**src/rtl/alu_pkg.sv**
```systemverilog
// Shared op-code and FSM state types for alu_iter.
// MUL/DIV states exist only when ALU_ITER_MULDIV_EN is defined.
package alu_pkg;

    typedef enum logic [3:0] {
        OP_ADD   = 4'd0,
        OP_SUB   = 4'd1,
        OP_AND   = 4'd2,
        OP_OR    = 4'd3,
        OP_XOR   = 4'd4,
        OP_SLL   = 4'd5,
        OP_SRL   = 4'd6,
        OP_SRA   = 4'd7,
        OP_SLT   = 4'd8,
        OP_SLTU  = 4'd9,
        OP_MUL   = 4'd10,
        OP_MULHU = 4'd11,
        OP_DIVU  = 4'd12,
        OP_REMU  = 4'd13
    } op_e;

`ifdef ALU_ITER_MULDIV_EN
    typedef enum logic [1:0] {
        ST_IDLE = 2'd0,
        ST_MUL  = 2'd1,
        ST_DIV  = 2'd2,
        ST_DONE = 2'd3
    } state_e;
`else
    typedef enum logic [1:0] {
        ST_IDLE = 2'd0,
        ST_DONE = 2'd3
    } state_e;
`endif

endpackage

```
**src/rtl/alu_iter_mdu.sv**
```systemverilog
// Shared iterative multiply / restoring divide datapath for alu_iter.
// One step per cycle on a 2*XLEN accumulator; instantiated only under ALU_ITER_MULDIV_EN.
module alu_iter_mdu #(
    parameter int unsigned XLEN = 32
) (
    input  logic            i_clk,
    input  logic            i_rst,
    input  logic            i_load,
    input  logic            i_step,
    input  logic            i_is_div,
    input  logic [XLEN-1:0] i_op1,
    input  logic [XLEN-1:0] i_op2,
    output logic [XLEN-1:0] o_lo_next,
    output logic [XLEN-1:0] o_hi_next
);

    logic [2*XLEN-1:0] r_acc;
    logic [XLEN-1:0]   r_b;
    logic              r_is_div;

    logic [XLEN:0]     w_add;
    logic [2*XLEN-1:0] w_mul_next;
    logic [XLEN:0]     w_rem_sh;
    logic [XLEN:0]     w_diff;
    logic [2*XLEN-1:0] w_div_next;
    logic [2*XLEN-1:0] w_next;

    // Multiply: {hi,lo} with multiplier in lo, add multiplicand to hi when lo[0], shift right.
    // Divide: {rem,quot} with dividend in quot, shift left, keep the trial subtract if non-negative.
    // A zero divisor always subtracts cleanly, leaving quot all ones and rem equal to the dividend.
    always_comb begin
        w_add      = {1'b0, r_acc[2*XLEN-1:XLEN]} + (r_acc[0] ? {1'b0, r_b} : '0);
        w_mul_next = {w_add, r_acc[XLEN-1:1]};
        w_rem_sh   = r_acc[2*XLEN-1:XLEN-1];
        w_diff     = w_rem_sh - {1'b0, r_b};
        if (w_diff[XLEN])
            w_div_next = {w_rem_sh[XLEN-1:0], r_acc[XLEN-2:0], 1'b0};
        else
            w_div_next = {w_diff[XLEN-1:0], r_acc[XLEN-2:0], 1'b1};
        w_next = r_is_div ? w_div_next : w_mul_next;
    end

    assign o_lo_next = w_next[XLEN-1:0];
    assign o_hi_next = w_next[2*XLEN-1:XLEN];

    always_ff @(posedge i_clk or posedge i_rst) begin
        if (i_rst) begin
            r_acc    <= '0;
            r_b      <= '0;
            r_is_div <= 1'b0;
        end else if (i_load) begin
            r_acc    <= {{XLEN{1'b0}}, i_op1};
            r_b      <= i_op2;
            r_is_div <= i_is_div;
        end else if (i_step) begin
            r_acc    <= w_next;
        end
    end

endmodule

```
**src/rtl/alu_iter.sv**
```systemverilog
// Iterative ALU: single-cycle logic/shift/compare ops, multi-cycle MUL/DIV.
// Define ALU_ITER_MULDIV_EN to enable ops 10-13; otherwise they return 0 in one cycle.
module alu_iter
    import alu_pkg::*;
#(
    parameter int unsigned XLEN    = 32,
    parameter int unsigned SHAMT_W = $clog2(XLEN)
) (
    input  logic            clk,
    input  logic            rst,
    input  logic            in_valid,
    output logic            in_ready,
    input  logic [3:0]      op,
    input  logic [XLEN-1:0] op1,
    input  logic [XLEN-1:0] op2,
    output logic            out_valid,
    input  logic            out_ready,
    output logic [XLEN-1:0] result,
    output logic            busy
);

    state_e          r_state;
    logic [XLEN-1:0] r_result;
    logic            r_in_ready;
    logic            r_out_valid;
    logic            r_busy;

    logic [XLEN-1:0]    w_simple;
    logic [SHAMT_W-1:0] w_shamt;
    logic               w_accept;

    assign w_shamt  = op2[SHAMT_W-1:0];
    assign w_accept = in_valid && r_in_ready;

    always_comb begin
        w_simple = '0;
        case (op_e'(op))
            OP_ADD:  w_simple = op1 + op2;
            OP_SUB:  w_simple = op1 - op2;
            OP_AND:  w_simple = op1 & op2;
            OP_OR:   w_simple = op1 | op2;
            OP_XOR:  w_simple = op1 ^ op2;
            OP_SLL:  w_simple = op1 << w_shamt;
            OP_SRL:  w_simple = op1 >> w_shamt;
            OP_SRA:  w_simple = $unsigned($signed(op1) >>> w_shamt);
            OP_SLT:  w_simple = XLEN'($signed(op1) < $signed(op2));
            OP_SLTU: w_simple = XLEN'(op1 < op2);
            default: w_simple = '0;
        endcase
    end

`ifdef ALU_ITER_MULDIV_EN
    localparam logic [SHAMT_W:0] CNT_LAST = (SHAMT_W+1)'(XLEN-1);

    logic [SHAMT_W:0] r_cnt;
    logic             r_hi_sel;
    logic             w_is_md;
    logic             w_mdu_load;
    logic             w_mdu_step;
    logic [XLEN-1:0]  w_mdu_lo;
    logic [XLEN-1:0]  w_mdu_hi;

    assign w_is_md    = (op >= 4'd10) && (op <= 4'd13);
    assign w_mdu_load = w_accept && w_is_md;
    assign w_mdu_step = (r_state == ST_MUL) || (r_state == ST_DIV);

    alu_iter_mdu #(
        .XLEN (XLEN)
    ) u_mdu (
        .i_clk     (clk),
        .i_rst     (rst),
        .i_load    (w_mdu_load),
        .i_step    (w_mdu_step),
        .i_is_div  (op[2]),
        .i_op1     (op1),
        .i_op2     (op2),
        .o_lo_next (w_mdu_lo),
        .o_hi_next (w_mdu_hi)
    );
`endif

    always_ff @(posedge clk or posedge rst) begin
        if (rst) begin
            r_state     <= ST_IDLE;
            r_result    <= '0;
            r_in_ready  <= 1'b1;
            r_out_valid <= 1'b0;
            r_busy      <= 1'b0;
`ifdef ALU_ITER_MULDIV_EN
            r_cnt       <= '0;
            r_hi_sel    <= 1'b0;
`endif
        end else begin
            case (r_state)
                ST_IDLE: begin
                    if (w_accept) begin
                        r_in_ready <= 1'b0;
                        r_busy     <= 1'b1;
`ifdef ALU_ITER_MULDIV_EN
                        // MULHU and REMU take the high half of the accumulator.
                        r_hi_sel <= op[0];
                        if (w_is_md) begin
                            r_cnt   <= '0;
                            r_state <= op[2] ? ST_DIV : ST_MUL;
                        end else begin
                            r_result    <= w_simple;
                            r_out_valid <= 1'b1;
                            r_state     <= ST_DONE;
                        end
`else
                        r_result    <= w_simple;
                        r_out_valid <= 1'b1;
                        r_state     <= ST_DONE;
`endif
                    end
                end
`ifdef ALU_ITER_MULDIV_EN
                ST_MUL, ST_DIV: begin
                    r_cnt <= r_cnt + 1'b1;
                    if (r_cnt == CNT_LAST) begin
                        r_result    <= r_hi_sel ? w_mdu_hi : w_mdu_lo;
                        r_out_valid <= 1'b1;
                        r_state     <= ST_DONE;
                    end
                end
`endif
                ST_DONE: begin
                    if (out_ready) begin
                        r_out_valid <= 1'b0;
                        r_busy      <= 1'b0;
                        r_in_ready  <= 1'b1;
                        r_state     <= ST_IDLE;
                    end
                end
                default: begin
                    r_state     <= ST_IDLE;
                    r_in_ready  <= 1'b1;
                    r_out_valid <= 1'b0;
                    r_busy      <= 1'b0;
                end
            endcase
        end
    end

    assign in_ready  = r_in_ready;
    assign out_valid = r_out_valid;
    assign result    = r_result;
    assign busy      = r_busy;

endmodule

```
**config.mk**
```make
export PLATFORM = sky130hd
export DESIGN_NAME = alu_iter
export DESIGN_NICKNAME = d
export VERILOG_FILES = /design/src/rtl/alu_pkg.sv /design/src/rtl/alu_iter_mdu.sv /design/src/rtl/alu_iter.sv
export SDC_FILE = /design/constraint.sdc
export NUM_CORES = 1
export LEC_CHECK = 0
export ABC_AREA = 1
export CORE_ASPECT_RATIO = 0.8
export CORE_MARGIN = 2
export CORE_UTILIZATION = 36
export CTS_CLUSTER_SIZE = 25
export DETAILED_ROUTE_END_ITERATION = 12
export PLACE_DENSITY = 0.59
export SYNTH_ARGS = -nofsm -noshare
export SYNTH_HDL_FRONTEND = slang
export SYNTH_HIERARCHICAL = 1
export SYNTH_SLANG_ARGS = --single-unit
```
**constraint.sdc**
```tcl
create_clock -name clk -period 2.8 [get_ports clk]
set_clock_uncertainty 0.1 [all_clocks]
set_input_delay 0.28 -clock clk [delete_from_list [all_inputs] [get_ports clk]]
set_output_delay 0.28 -clock clk [all_outputs]
set_load 0.01 [all_outputs]
```
After elaboration in Yosys (flattened, before gate mapping)

Index checks and enable logic that the tools add are counted.

Bits in registers: 36
Input port bits: 72
Output and inout port bits: 35
Logic and storage cells: 41

$add $sub $neg: 2
Order comparisons: 2
Eq/ne operators: 12
Shift operators: 3
Multiplexer cells: 10
Bitwise operators: 3
Reductions and logical operators: 5

Operators by type and width:

| cell                                                 | number |
|---|---|
| one-hot mux 32 bit (10 select lines)                 | 1 |
| < comparator 32 bit                                  | 2 |
| adder 32 bit                                         | 1 |
| AND 32 bit                                           | 1 |
| OR 32 bit                                            | 1 |
| left shift 32 x 5 -> 32 bit                          | 1 |
| right shift 32 x 5 -> 32 bit                         | 1 |
| >>> shifter 32 x 5 -> 32 bit                         | 1 |
| subtractor 32 bit                                    | 1 |
| XOR 32 bit                                           | 1 |
| equality test 4 x 3 -> 1 bit (second input constant) | 4 |
| equality test 4 x 2 -> 1 bit (second input constant) | 2 |
| equality test 4 bit (second input constant)          | 2 |
| equality test 4 x 1 -> 1 bit (second input constant) | 1 |
| zero test 4 bit                                      | 1 |
| 2-to-1 mux 1 bit                                     | 4 |
| 2-to-1 mux 2 bit                                     | 2 |
| != test 2 bit (second input constant)                | 2 |
| one-hot mux 1 bit (2 select lines)                   | 2 |
| one-hot mux 2 bit (2 select lines)                   | 1 |
| AND reduction 2 bit                                  | 2 |
| equality test 2 bit (second input constant)          | 1 |
| zero test 2 bit                                      | 1 |
| logical AND 1 bit                                    | 1 |

Longest topological paths before layout

Depth in word-level cells: 3
Depth in mapped cells: 20
Depth with buffers taken out: 18

Worst setup path after synthesis

Ideal clock, no wire load.

Path type: input to register
Start point: input op2[2]
End point: register r_result[31] (netlist: result[31])
Arrival time: 2235 ps
Required time: 2583 ps
Setup slack: 348 ps
Stages on the path: 20
Buffers on the path: 4
Path through: buf_2 > inv_2 > buf_2 > buf_2 > ha_1 > buf_4 > nor2_1 > nand2_1 > nand3_1 > nand2_1 > nand2_1 > nand2_1 > nand2_1 > nand2_1 > nand2_1 > nand2_1 > nand3_1 > nand3_1 > nand2_1 > nand2_1

Word-level cells in the longest chain between the ends: 2

RTL lines:

| item                                            | line            | RTL |
|---|---|---|
| start, declared                                 | alu_iter.sv:15  | `input logic [XLEN-1:0] op2,` |
| subtractor 32 bit, or another cell as far along | alu_iter.sv:39  | `OP_SUB: w_simple = op1 - op2;` |
| one-hot mux 32 bit (10 select lines) *          | alu_iter.sv:37  | `case (op_e'(op))` |
| end signal, assigned                            | alu_iter.sv:111 | `r_result <= w_simple;` |
| end, declared                                   | alu_iter.sv:23  | `logic [XLEN-1:0] r_result;` |

Every way passes the cells marked *; elsewhere a longest branch is shown, timed or not.
A chain may end at the register's enable or synchronous reset.

Worst setup path in the final report

Start point: input op[0]
End point: register r_result[29] (netlist: result[29])

Word-level cells in the longest chain between the ends: 2

RTL lines:

| item                                              | line           | RTL |
|---|---|---|
| start, declared                                   | alu_iter.sv:13 | `input logic [3:0] op,` |
| equality test 4 bit, or another cell as far along | alu_iter.sv:37 |  |
| one-hot mux 32 bit (10 select lines) *            | alu_iter.sv:37 |  |

Marks and branches as above.

==> impl_results.md <==
* CTS Buf Count at 5
* EDFF count, synth at 0
* H-tree level count at 2
* Area growth syn-to-layout at 41.9%
* Row count at 58
* Switch Pwr at 0.00265 W
* Vias in the first global route at 15500
* Top_reg_cell synth: dfrtp_1
* Via density at 5.51
* Net Sw Frac at 48.9%
* Post-Syn Area at 11400 um2
* Flops & latches, synth at 34
* Leakage power at 8.97 nW
* Starting Density at 36.4%
* Part of the power in registers at 16.2%
* Relative slew slack at 60.1%
* Accumulated negative setup slack at 0 ns
* Cell taking the most area after synthesis: nand2_1
* WP data required at 2.90 ns
* Average size of a mapped cell at 5.17 um2
* Delay-heaviest family, CP: buffers and inverters
* Post-synth top cells: nand2_1, nand3_1, inv_1, nor2_1, ha_1
* Clk Tree Root Cell: clkbuf_16
* DR vias at 16800
* Post-synth top area share at 25.4%
* PD cells at 335 nW/um2
* Worst-path fanout max at 18
* Routed len/inst at 21.8 um
* Cell Count, Final, Fillers Out at 3054
* Tot GR Track Use at 39.2%
* Clock power share at 14.6%
* Comb pwr share at 69.2%
* CP peak stage delay at 0.63 ns
* Number of cells after detailed placement at 3044
* Post-Synthesis Net Count at 2374
* WHS at 0.320 ns
* Slew @ Worst Pin at 0.593 ns
* Cell with the most instances after synthesis: nand2_1
* DP HPWL at 56100 um
* Total power at 0.00541 W
* Buffers on Ports at 106
* Final setup violation count at 0
* Seq/Total Area, Yosys at 7.49%
* Antenna violations before repair at 1
* Worst-path cell chain: clkdlybuf4s50_1 > nor2_1 > nand2_2 > buf_4 > o221ai_1 > nor2_1 > nand3_1 > nor2_1 > buf_4 > nand3_1 > nand2_1 > nand2_1
* Most frequent CP cell: nor2_1
* Die width at 203 um
* Cts hold-fix bufs at 0
* Startpoint Class: input pin
* Max-cap violations at 0
* DRC violations left at 0
* CTS tree: yes
* Drt initial violations at 1892
* Final Hold Vio Count at 0
* Fmax at 0.366 GHz
* Largest net degree at the start of global routing at 47
* Int Pwr at 0.00277 W
* Detail Route Antenna Nets at 0
* Die height at 163 um
* Place WS at -0.544 ns
* Slowest-stage cell, CP: clkdlybuf4s50_1
* Worst VDD drop at 0.683 mV
* Async S/R FF share, synth at 100%
* Slew Limit Fails at 0
* Status: finished clean
* I/O Pins at 107
* Nets at 2805
* Global-route wire length before repair at 96300 um
* RSZ-0062 raised after global routing: true
* Core area at 31300 um2
* Yosys Warn Count at 6
* Worst min path class: input pin to asynchronous set/reset pin
* Critical path buffer and inverter count at 3
* Drt first pass iters at 7
* Clock Latency Late Sink at 0.29 ns
* Largest cells by area after synthesis: nand2_1, nand3_1, ha_1
* Reg clk slew, reported paths at 0.08 ns
* Crit path DAT at 2.83 ns
* Deepest clock path buffer count at 2
* Global route overflow at 0
* Final wirelength at 66600 um
* CTS Sinks at 34
* Netlist cell types at 46
* Die ar. at 33100 um2
* Minimum clock period at 2.73 ns
* Tcrit/Tclk final at 97.5%
* Crit path kind: input pin to flop
* CP Capture Type: flop
* Share of layout cells above drive strength 1 at 21.2%
* Mapped Cells at 2201
* GPL Wtd Cong at 1.04
* Setup ws final at 0.0693 ns
[cells by family after synthesis]
logic type | count (synthesis) | share of synthesized area, %
mux | 4 | 0.352
buf+inv | 384 | 14.2
flops | 34 | 7.49
compound gates | 196 | 9.81
simple gates | 1479 | 56.7
xor+xnor | 3 | 0.231
fa+ha+maj | 101 | 11.2
[worst register-to-register path, delay by kind of cell (launching register included)]
kind,cells,cell delay (ns)
simple gates,2,0.19
flops,1,0.55
compound gates,1,0.23
buf+inv,2,0.45
[cell type report]
class / instances / area [um2]
Fill cell: 3459 / 15100
Clock buffer: 5 / 125
Clock inverter: 3 / 68.8
Sequential cell: 34 / 852
Antenna cell: 1 / 2.50
Inverter: 288 / 1080
Multi-Input combinational cell: 1783 / 9240
Tap cell: 420 / 526
Timing Repair Buffer: 520 / 4250
[placed cells by master (no fill, tap or decap), drive strengths merged, types with 4 or more instances in the layout]
cell,count
nand2,788
nand3,457
buf,417
inv,286
nor2,155
ha,99
clkdlybuf4s50,90
a21oi,81
o21ai,58
dfrtp,33
nand4,31
nor3,19
o22ai,18
and2,17
o211ai,14
o21bai,11
dlymetal6s2s,11
o221ai,6
or2,6
clkbuf,5
nand3b,5
mux2i,4
[worst paths after layout]
| path | startpoint | endpoint | slack [ns] | depth (start not counted) |
|---|---|---|---|---|
| setup reg to reg | in_ready | result[1] | 1.23 | 5 |
| setup / recovery | op[0] | result[29] | 0.07 | 12 |
| max in group asynchronous | rst | result[15] | 1.87 | 3 |
| hold / removal | rst | result[23] | 0.32 | 3 |
| hold reg to reg | result[25] | result[25] | 0.38 | 2 |
| min in group clk | result[25] | result[25] | 0.38 | 2 |
[what timing repair did]
item | in CTS | in global routing
hold endpoints to repair | 0 | 0
setup buffers | 0 | 1
endpoints found under the setup margin | 12 | 28
pin swaps | 2 | 11
resized for setup | 13 | 84
[through the flow]
step                util (%)  instance area [um2]
detailed placement      49.8                15600
global route            51.6                16100
global placement        49.8                15600
finish                  51.6                16100
CTS                     50.5                15800
floorplan                  -                11400
[power groups by stage]
stage                     registers, W  logic (W)  clock network [W]
final                         0.000877    0.00374           0.000792
after global routing          0.000887    0.00401           0.000804
after CTS                     0.000872    0.00359           0.000791
after detailed placement      0.000873    0.00356                  0
after global placement        0.000881    0.00356                  0
after floorplan               0.000896    0.00160                  0
[layer usage]
| layer | global-route usage [%] | routed length [um] | vias up |
|---|---|---|---|
| met2 | 56.0 | 26000 | 936 |
| met1 | 54.6 | 29100 | 7761 |
| li1 | - | - | 7973 |
| met5 | 0 | 0 | - |
| met4 | 20.2 | 3890 | 0 |
| met3 | 9.08 | 7610 | 156 |
[state kept, by name, indices dropped and copies added (netlist names)]
name / cells
result: 32
in_ready: 1
r_state: 1
No activity file was read; power rests on OpenSTA's default activity.
